[src/rtl/hp_controller_if.sv]
// -----------------------------------------------------------------------------
// hp_controller_if
// Purpose : Groups the request and status signals between the game logic and
//           the player heart controller, so one bundle carries the whole link.
// Signals :
//   frame_tick  one-Clk pulse per video frame (vsync derived)
//   start       begins or restarts a game
//   hit         one-Clk damage request
//   heal        one-Clk +1 hp request
//   hp          current hp (0..3) for the heart renderer
//   HP_exist    heart display enable, blinks while invulnerable
//   invincible  high during the post-hit invulnerability window
//   game_over   high once the death sequence has completed
// Modports:
//   slave   controller side (consumes requests, produces status)
//   master  game-logic / stimulus side
// -----------------------------------------------------------------------------
interface hp_controller_if;
  logic       frame_tick;
  logic       start;
  logic       hit;
  logic       heal;
  logic [1:0] hp;
  logic       HP_exist;
  logic       invincible;
  logic       game_over;

  modport slave (
    input  frame_tick,
    input  start,
    input  hit,
    input  heal,
    output hp,
    output HP_exist,
    output invincible,
    output game_over
  );

  modport master (
    output frame_tick,
    output start,
    output hit,
    output heal,
    input  hp,
    input  HP_exist,
    input  invincible,
    input  game_over
  );
endinterface

[src/rtl/hp_controller.sv]
// -----------------------------------------------------------------------------
// hp_controller
// Purpose : Owns the player's hp count. Applies damage and heal requests,
//           runs the invulnerability window after a non-fatal hit (with the
//           heart display blinking), and the timed death / game-over sequence.
// Ports   :
//   Clk    system clock, all state changes on the rising edge
//   Reset  synchronous, active-low reset
//   bus    hp_controller_if.slave
//            in : frame_tick, start, hit, heal
//            out: hp[1:0], HP_exist, invincible, game_over (all registered)
// Parameters:
//   MAX_HP         starting and maximum hp (1..3)
//   INVULN_FRAMES  frames of invulnerability after a non-fatal hit (1..255)
//   BLINK_PERIOD   frames between HP_exist toggles while invulnerable (1..255)
//   DEATH_FRAMES   frames from the fatal hit to game_over (1..255)
// -----------------------------------------------------------------------------
module hp_controller #(
  parameter int unsigned MAX_HP        = 3,
  parameter int unsigned INVULN_FRAMES = 60,
  parameter int unsigned BLINK_PERIOD  = 8,
  parameter int unsigned DEATH_FRAMES  = 120
) (
  input  logic              Clk,
  input  logic              Reset,
  hp_controller_if.slave    bus
);

  localparam logic [1:0] LP_MAX_HP    = 2'(MAX_HP);
  localparam logic [7:0] LP_INVULN    = 8'(INVULN_FRAMES);
  localparam logic [7:0] LP_BLINK     = 8'(BLINK_PERIOD);
  localparam logic [7:0] LP_DEATH     = 8'(DEATH_FRAMES);

  typedef enum logic [2:0] {
    S_IDLE   = 3'd0,
    S_ALIVE  = 3'd1,
    S_INVULN = 3'd2,
    S_DYING  = 3'd3,
    S_OVER   = 3'd4
  } state_t;

  state_t     r_state;
  logic [1:0] r_hp;
  logic       r_hp_exist;
  logic       r_invincible;
  logic       r_game_over;
  logic [7:0] r_frame_cnt;
  logic [7:0] r_blink_cnt;

  // Heal is saturating in every state that accepts it.
  logic       w_can_heal;
  logic [7:0] w_blink_inc;

  assign w_can_heal  = bus.heal && (r_hp < LP_MAX_HP);
  assign w_blink_inc = r_blink_cnt + 8'd1;

  always_ff @(posedge Clk) begin
    if (!Reset) begin
      r_state      <= S_IDLE;
      r_hp         <= 2'd0;
      r_hp_exist   <= 1'b0;
      r_invincible <= 1'b0;
      r_game_over  <= 1'b0;
      r_frame_cnt  <= 8'd0;
      r_blink_cnt  <= 8'd0;
    end else begin
      case (r_state)
        // Waiting for the first game; damage, heal and frame ticks do nothing.
        S_IDLE: begin
          if (bus.start) begin
            r_state      <= S_ALIVE;
            r_hp         <= LP_MAX_HP;
            r_hp_exist   <= 1'b1;
            r_invincible <= 1'b0;
            r_game_over  <= 1'b0;
          end
        end

        // Normal play. A hit takes priority over a heal and over a coincident
        // frame tick: the window counter loads its full value and that tick
        // is not counted.
        S_ALIVE: begin
          if (bus.hit) begin
            if (r_hp > 2'd1) begin
              r_state      <= S_INVULN;
              r_hp         <= r_hp - 2'd1;
              r_frame_cnt  <= LP_INVULN;
              r_blink_cnt  <= 8'd0;
              r_hp_exist   <= 1'b1;
              r_invincible <= 1'b1;
            end else begin
              r_state      <= S_DYING;
              r_hp         <= 2'd0;
              r_frame_cnt  <= LP_DEATH;
              r_hp_exist   <= 1'b0;
              r_invincible <= 1'b0;
            end
          end else if (w_can_heal) begin
            r_hp <= r_hp + 2'd1;
          end
        end

        // Invulnerable: hits are ignored, heals still land. The heal is
        // independent of the tick, so an expiring tick and a heal both apply.
        S_INVULN: begin
          if (w_can_heal) begin
            r_hp <= r_hp + 2'd1;
          end
          if (bus.frame_tick) begin
            if (r_frame_cnt == 8'd1) begin
              // Leave with the heart solidly shown; blink phase is discarded.
              r_state      <= S_ALIVE;
              r_frame_cnt  <= 8'd0;
              r_blink_cnt  <= 8'd0;
              r_hp_exist   <= 1'b1;
              r_invincible <= 1'b0;
            end else begin
              r_frame_cnt <= r_frame_cnt - 8'd1;
              if (w_blink_inc == LP_BLINK) begin
                r_blink_cnt <= 8'd0;
                r_hp_exist  <= ~r_hp_exist;
              end else begin
                r_blink_cnt <= w_blink_inc;
              end
            end
          end
        end

        // Death animation time: everything but the frame tick is ignored.
        S_DYING: begin
          r_hp       <= 2'd0;
          r_hp_exist <= 1'b0;
          if (bus.frame_tick) begin
            if (r_frame_cnt == 8'd1) begin
              r_state     <= S_OVER;
              r_frame_cnt <= 8'd0;
              r_game_over <= 1'b1;
            end else begin
              r_frame_cnt <= r_frame_cnt - 8'd1;
            end
          end
        end

        // Game over until a new start.
        S_OVER: begin
          r_hp        <= 2'd0;
          r_hp_exist  <= 1'b0;
          r_game_over <= 1'b1;
          if (bus.start) begin
            r_state      <= S_ALIVE;
            r_hp         <= LP_MAX_HP;
            r_hp_exist   <= 1'b1;
            r_invincible <= 1'b0;
            r_game_over  <= 1'b0;
          end
        end

        default: begin
          r_state      <= S_IDLE;
          r_hp         <= 2'd0;
          r_hp_exist   <= 1'b0;
          r_invincible <= 1'b0;
          r_game_over  <= 1'b0;
          r_frame_cnt  <= 8'd0;
          r_blink_cnt  <= 8'd0;
        end
      endcase
    end
  end

  assign bus.hp         = r_hp;
  assign bus.HP_exist   = r_hp_exist;
  assign bus.invincible = r_invincible;
  assign bus.game_over  = r_game_over;

endmodule

[src/flat_wrapper.sv]
// flat-port wrapper written by rule: the top's interface ports become plain ports
module hp_controller_flat 
#(
  parameter int unsigned MAX_HP        = 3,
  parameter int unsigned INVULN_FRAMES = 60,
  parameter int unsigned BLINK_PERIOD  = 8,
  parameter int unsigned DEATH_FRAMES  = 120
)
  (Clk, Reset, bus_frame_tick, bus_start, bus_hit, bus_heal, bus_hp, bus_HP_exist, bus_invincible, bus_game_over);
  hp_controller_if bus_i ();
  input  logic Clk;
  input  logic Reset;
  input wire logic [$bits(bus_i.frame_tick)-1:0] bus_frame_tick;
  input wire logic [$bits(bus_i.start)-1:0] bus_start;
  input wire logic [$bits(bus_i.hit)-1:0] bus_hit;
  input wire logic [$bits(bus_i.heal)-1:0] bus_heal;
  output wire logic [$bits(bus_i.hp)-1:0] bus_hp;
  output wire logic [$bits(bus_i.HP_exist)-1:0] bus_HP_exist;
  output wire logic [$bits(bus_i.invincible)-1:0] bus_invincible;
  output wire logic [$bits(bus_i.game_over)-1:0] bus_game_over;
  assign bus_i.frame_tick = bus_frame_tick;
  assign bus_i.start = bus_start;
  assign bus_i.hit = bus_hit;
  assign bus_i.heal = bus_heal;
  assign bus_hp = bus_i.hp;
  assign bus_HP_exist = bus_i.HP_exist;
  assign bus_invincible = bus_i.invincible;
  assign bus_game_over = bus_i.game_over;
  hp_controller #(.MAX_HP(MAX_HP), .INVULN_FRAMES(INVULN_FRAMES), .BLINK_PERIOD(BLINK_PERIOD), .DEATH_FRAMES(DEATH_FRAMES)) u_core (.Clk(Clk), .Reset(Reset), .bus(bus_i));
endmodule
[config.mk]
export PLATFORM = sky130hd
export DESIGN_NAME = hp_controller_flat
export DESIGN_NICKNAME = d
export VERILOG_FILES = /design/src/rtl/hp_controller_if.sv /design/src/rtl/hp_controller.sv /design/src/flat_wrapper.sv
export SDC_FILE = /design/constraint.sdc
export NUM_CORES = 1
export LEC_CHECK = 0
export CAP_MARGIN = 20
export CORE_UTILIZATION = 55
export DETAILED_ROUTE_END_ITERATION = 7
export GPL_TIMING_DRIVEN = 1
export PLACE_DENSITY = 0.76
export SLEW_MARGIN = 20
export SYNTH_ARGS = -nofsm -noshare
export SYNTH_HDL_FRONTEND = slang
export SYNTH_SLANG_ARGS = --single-unit
[constraint.sdc]
create_clock -name Clk -period 2.2 [get_ports Clk]
set_clock_uncertainty 0.2 [all_clocks]
set_input_delay 0.44 -clock Clk [delete_from_list [all_inputs] [get_ports Clk]]
set_output_delay 0.44 -clock Clk [all_outputs]
set_load 0.05 [all_outputs]
==> results of run 1 <==
state kept, by name, summed over array words and instances, names as in the netlist:
| register | cells |
|---|---|
| u_core.r_blink_cnt | 8 |
| u_core.r_frame_cnt | 8 |
| u_core.r_state | 3 |
| u_core.bus.hp | 2 |
| u_core.bus.HP_exist | 1 |
| u_core.bus.game_over | 1 |
| u_core.bus.invincible | 1 |
cell usage after synthesis, types with 4 or more instances:
| master | number |
|---|---|
| a21oi_1 | 23 |
| a31oi_1 | 7 |
| clkbuf_1 | 4 |
| dfxtp_1 | 24 |
| ha_1 | 7 |
| inv_1 | 7 |
| mux2i_1 | 6 |
| nand2_1 | 23 |
| nand2b_1 | 7 |
| nand3_1 | 7 |
| nor2_1 | 30 |
| nor2b_1 | 4 |
| nor3_1 | 9 |
| o21ai_0 | 19 |
final timing paths:
kind                                                    startpoint                                 end  cells past startpoint
worst max register to register  u_core.r_frame_cnt[1]$_SDFFE_PN0P_  u_core.bus.invincible$_SDFFE_PN0P_                      8
worst max-delay path             u_core.bus.game_over$_SDFFE_PN0P_                       bus_game_over                      1
worst min register to register    u_core.bus.HP_exist$_SDFFE_PN0P_    u_core.bus.HP_exist$_SDFFE_PN0P_                      2
worst min-delay path              u_core.bus.HP_exist$_SDFFE_PN0P_    u_core.bus.HP_exist$_SDFFE_PN0P_                      2
metrics by stage:
step / util / setup WS (ps)
floorplan: - / 58.8
global placement: 0.680 / -26.6
detailed placement: 0.680 / -71.7
CTS: 0.698 / 27.5
global route: 0.701 / 0.508
finish: 0.701 / 64.4
power by group through the flow:
stage	sequential [mW]	combinational (mW)	clock, mW
2_1_floorplan	0.529	0.211	0
3_3_place_gp	0.496	0.350	0
3_5_place_dp	0.499	0.358	0
4_1_cts	0.489	0.364	0.343
5_1_grt	0.494	0.404	0.368
6_report	0.490	0.370	0.341
area by class of cell:
class	count	area [µm²]
fillers	234	845
inverters	7	26.3
clock buffers	3	22.5
multi-input cells	186	1140
flip-flops and latches	24	482
clock inverters	1	30.0
repair buffers	29	246
well taps	31	38.8
logic make-up (layout without fill, tap and decap cells):
| logic type | after synthesis | after routing | synth area share |
|---|---|---|---|
| muxes | 7 | 7 | 0.0424 |
| AOI/OAI and AO/OA | 69 | 69 | 0.270 |
| DFF | 24 | 24 | 0.286 |
| and+or+nand+nor | 102 | 102 | 0.307 |
| adders and majority gates | 7 | 7 | 0.0520 |
| xor gates and xnor gates | 1 | 1 | 0.00521 |
| buffers and inverters | 16 | 40 | 0.0379 |
per-layer routing:
metal  track usage  wire length (µm)
met5             0                 0
met4         0.157                96
met3        0.0385               297
met2         0.481              2090
met1         0.359              1840
==> results.sh, run 1 <==
export IMPL_outcome="finished, final reports clean"
export IMPL_holdWs_ps=300
export IMPL_grt_pass1_vias=1677
export IMPL_tightest_slew_ps=502
export IMPL_startpoint_type="flop"
export IMPL_drive_gt1_frac=0.144
export IMPL_cts_buffers=3
export IMPL_clk_pin_slew_ps=150
export IMPL_cts_sinks=24
export IMPL_cpPeakStageDelay_ps=810
export IMPL_p_switching_mw=0.403
export IMPL_drt_drc_violations_left=0
export IMPL_io_buffers=10
export IMPL_die_h_um=57.3
export IMPL_hp_class="reg -> reg"
export IMPL_p_leak_nw=0.817
export IMPL_cts_resized_gates=0
export IMPL_rows=19
export IMPL_drt_iter0_markers=137
export IMPL_n_antenna_cell=0
export IMPL_syn_nets=239
export IMPL_post_cts_buffers=0
export IMPL_clkPwrFrac=0.284
export IMPL_gp_congestion=0.894
export IMPL_yosys_area_top_type_share=0.286
export IMPL_synth_area_leaders="dfxtp_1 29%, a21oi_1 6.8%, nor2_1 6.7%"
export IMPL_cts_tree="yes"
export IMPL_die_width_um=57.3
export IMPL_p_sw_frac=0.336
export IMPL_yosysTopAreaCell="dfxtp_1"
export IMPL_final_cell_mix="30 x nor2_1, 23 x nand2_1, 23 x a21oi_1, 23 x dfxtp_1, 20 x buf_4"
export IMPL_hpwl_mm=3.05
export IMPL_start_util=0.595
export IMPL_worstPathCellList="clkdlybuf4s50_1"
export IMPL_die_area_um2=3290
export IMPL_critPathMaxFanout=2
export IMPL_internal_power_mw=0.797
export IMPL_period_needed_ps=2140
export IMPL_synth_seq_cells=24
export IMPL_holdBufCountCts=0
export IMPL_drtAntennaViolNets=0
export IMPL_yosysSeqAreaShare=0.286
export IMPL_hold_violations=0
export IMPL_dr_pass1_iters=5
export IMPL_yosysWarnings=0
export IMPL_crit_type="reg -> out"
export IMPL_ir_drop_mv=0.419
export IMPL_drv_cap=0
export IMPL_pwr_share_seq=0.408
export IMPL_end_kind="output port"
export IMPL_powerDensity_nw_per_um2=605
export IMPL_setup_viol=0
export IMPL_comb_power_share=0.308
export IMPL_rsz0062_at_grt="false"
export IMPL_async_flop_share=0
export IMPL_grt_overflow=0
export IMPL_wirelength_mm=4.32
export IMPL_synth_cell_types=49
export IMPL_wl_per_cell_um=15.4
export IMPL_antenna_found_initial=0
export IMPL_power_mw=1.20
export IMPL_grt_pass1_wl_mm=7.29
export IMPL_slew_viol_final=0
export IMPL_r2r_slack_ps=110
export IMPL_cp_arrival_ps=1500
export IMPL_clkLatencyLatePin_ps=340
export IMPL_cts_htree_levels=1
export IMPL_synth_area_um2=1680
export IMPL_crit_family="buffers and inverters"
export IMPL_cp_num_buf_inv=1
export IMPL_track_usage=0.287
export IMPL_placed_area_um2=1920
export IMPL_synth_ff_type="dfxtp_1"
export IMPL_critPathRequiredTime_ps=1560
export IMPL_area_growth_pct=17.9
export IMPL_io_pins=11
export IMPL_postLayoutCellArea_um2=1980
export IMPL_syn_instance_count=226
export IMPL_nets=264
export IMPL_synth_avg_cell_area_um2=7.45
export IMPL_detail_route_vias_per_cell=6.24
export IMPL_dp_cells=277
export IMPL_final_cells=281
export IMPL_cts_root_buffer="clkbuf_4"
export IMPL_finalCritPeriodShare=0.971
export IMPL_clockBufferDepth=2
export IMPL_grt_max_degree=24
export IMPL_mostFrequentLayoutCell="nor2_1"
export IMPL_core_um2=2830
export IMPL_fmax_mhz=468
export IMPL_vias=1754
export IMPL_synth_edf_count=0
export IMPL_maxSlewHeadroom=0.664
export IMPL_setup_tns_ps=0
export IMPL_slowest_stage="clkdlybuf4s50_1"
No activity file was read; power rests on OpenSTA's default activity.
==> inputs of run 2 (changes only) <==
CTS_BUF_LIST = sky130_fd_sc_hd__clkbuf_8   (was not set)
==> run 2 against run 1 <==
Compared with the run above:
- clock power is 19% higher
- core utilization up 0.49 points
- critical endpoint is now u_core.r_blink_cnt[0]$_SDFFE_PN0P_
- worst setup slack improved by 39 ps
- non-clock buffer count unchanged
- die area unchanged
- routed wire length hardly changed
==> results.sh, run 2 (synthesis gave the netlist of run 1 again) <==
export IMPL_setup_viol=0
export IMPL_outcome="finished, final reports clean"
export IMPL_slew_viol_final=0
export IMPL_clk_pin_slew_ps=90
export IMPL_start_util=0.595
export IMPL_ff2ff_path_depth=7
export IMPL_die_h_um=57.3
export IMPL_crit_family="simple AND/OR/NAND/NOR gates"
export IMPL_critPathRequiredTime_ps=2210
export IMPL_clkLatencyLatePin_ps=270
export IMPL_grt_pass1_wl_mm=7.28
export IMPL_pwr_share_seq=0.387
export IMPL_cp_arrival_ps=2110
export IMPL_startpoint_type="flop"
export IMPL_comb_power_share=0.292
export IMPL_track_usage=0.284
export IMPL_dr_pass1_iters=5
export IMPL_cts_htree_levels=1
export IMPL_reg2reg_from="u_core.r_frame_cnt[1]$_SDFFE_PN0P_"
export IMPL_powerDensity_nw_per_um2=633
export IMPL_wirelength_mm=4.32
export IMPL_end_kind="flop"
export IMPL_fillCellCount=232
export IMPL_cts_tree="yes"
export IMPL_die_width_um=57.3
export IMPL_drt_iter0_markers=153
export IMPL_multi_input_area_um2=1140
export IMPL_drtAntennaViolNets=0
export IMPL_finalCritPeriodShare=0.953
export IMPL_internal_power_mw=0.856
export IMPL_clkPwrFrac=0.320
export IMPL_nets=264
export IMPL_core_um2=2830
export IMPL_regArea_um2=482
export IMPL_fin_ws_ps=104
export IMPL_vias=1740
export IMPL_pre_cts_slack_ps=-71.7
export IMPL_n_antenna_cell=0
export IMPL_crit_type="reg -> reg"
export IMPL_final_cell_mix="30 x nor2_1, 23 x nand2_1, 23 x a21oi_1, 23 x dfxtp_1, 20 x buf_4"
export IMPL_grt_max_degree=24
export IMPL_cpPeakStageDelay_ps=520
export IMPL_holdWs_ps=294
export IMPL_io_buffers=10
export IMPL_drt_drc_violations_left=0
export IMPL_die_area_um2=3290
export IMPL_detail_route_vias_per_cell=6.19
export IMPL_gp_congestion=0.894
export IMPL_maxSlewHeadroom=0.664
export IMPL_area_growth_pct=18.7
export IMPL_grt_overflow=0
export IMPL_slowest_stage="or4_1"
export IMPL_hold_depth=2
export IMPL_hp_class="reg -> reg"
export IMPL_cts_sinks=24
export IMPL_mostFrequentLayoutCell="nor2_1"
export IMPL_cts_buffers=3
export IMPL_power_mw=1.26
export IMPL_rsz0062_at_grt="false"
export IMPL_p_sw_frac=0.323
export IMPL_grt_pass1_vias=1654
export IMPL_clockBufferDepth=2
export IMPL_ir_drop_mv=0.330
export IMPL_regToRegEndpoint="u_core.r_blink_cnt[0]$_SDFFE_PN0P_"
export IMPL_top_regs="u_core.r_blink_cnt: 8 flops, u_core.r_frame_cnt: 8 flops, u_core.r_state: 3 flops"
export IMPL_worstPathCellList="inv_1 > ha_1 > or4b_4 > o211ai_4 > buf_6 > or4_1 > a21oi_1"
export IMPL_worstHoldStart="u_core.bus.HP_exist$_SDFFE_PN0P_"
export IMPL_fmax_mhz=477
export IMPL_rows=19
export IMPL_hold_violations=0
export IMPL_post_cts_buffers=0
export IMPL_min_to="u_core.bus.HP_exist$_SDFFE_PN0P_"
export IMPL_wl_per_cell_um=15.4
export IMPL_cts_root_buffer="clkbuf_8"
export IMPL_io_pins=11
export IMPL_antenna_found_initial=0
export IMPL_drive_gt1_frac=0.144
export IMPL_cp_num_buf_inv=2
export IMPL_p_switching_mw=0.408
export IMPL_tightest_slew_ps=502
export IMPL_drv_cap=0
export IMPL_p_leak_nw=0.793
export IMPL_critPathMaxFanout=8
export IMPL_r2r_slack_ps=100
export IMPL_hpwl_mm=3.05
export IMPL_period_needed_ps=2100
==> run 2: cell count changes in the layout (fill, tap and decap cells not counted), sizes merged <==
cell,delta
dlymetal6s2s,-2
clkdlybuf4s50,+2
==> run 2: what timing repair did <==
| action | in CTS | in global routing |
|---|---|---|
| resized for setup | 0 | 6 |
| hold buffers | 0 | 0 |
| endpoints found under the hold margin | 0 | 0 |
| setup endpoints to repair | 0 | 5 |
==> run 2: area by class of cell <==
cell class	count	area share
Timing Repair Buffer	29	0.121
Sequential cell	24	0.241
Clock buffer	3	0.0207
Tap cell	31	0.0194
Multi-Input combinational cell	186	0.570
Clock inverter	1	0.0150
Inverter	7	0.0131
==> run 2: worst reg2reg max path, cell delays in order (launching register included) <==
cell	delay, ps
dfxtp_1	380
inv_1	70
ha_1	220
or4b_4	240
o211ai_4	90
buf_6	150
or4_1	520
a21oi_1	160
==> run 2: power by group through the flow <==
stage | Clock (mW) | Combinational (mW) | Sequential [mW]
4_1_cts | 0.403 | 0.364 | 0.488
2_1_floorplan | 0 | 0.211 | 0.529
5_1_grt | 0.424 | 0.405 | 0.493
3_3_place_gp | 0 | 0.350 | 0.496
6_report | 0.405 | 0.369 | 0.490
3_5_place_dp | 0 | 0.358 | 0.499
==> run 2: how the worst max path moves through the flow <==
stage	start	endpoint	slack [ps]	depth (start not counted)
floorplan	u_core.bus.hp[0]$_SDFFE_PN0P_	u_core.r_blink_cnt[3]$_SDFFE_PN0P_	60	6
global placement	bus_hit	u_core.r_blink_cnt[0]$_SDFFE_PN0P_	-30	5
detailed placement	bus_hit	u_core.bus.hp[1]$_SDFFE_PN0P_	-70	6
CTS	u_core.r_frame_cnt[1]$_SDFFE_PN0P_	u_core.r_blink_cnt[2]$_SDFFE_PN0P_	60	8
global route	u_core.r_frame_cnt[1]$_SDFFE_PN0P_	u_core.r_frame_cnt[5]$_SDFFE_PN0P_	2	8
finish	u_core.r_frame_cnt[1]$_SDFFE_PN0P_	u_core.r_blink_cnt[0]$_SDFFE_PN0P_	100	7
==> run 2: per-stage QoR <==
step / cells / utilization / setup TNS, ps / area (µm²)
after global routing: 281 / 0.706 / 0 / 2000
final: 281 / 0.706 / 0 / 2000
after floorplan: 226 / - / 0 / 1680
after global placement: 277 / 0.680 / -34.4 / 1920
after detailed placement: 277 / 0.680 / -328 / 1920
after CTS: 281 / 0.705 / 0 / 1990
==> run 2: metal layers <==
metal | vias up | GRT usage | share of wire
met4 | 0 | 0.108 | 0.021
met1 | 786 | 0.362 | 0.43
met2 | 75 | 0.491 | 0.49
met3 | 14 | 0.0363 | 0.056
met5 | - | 0 | 0
li1 | 865 | - | -
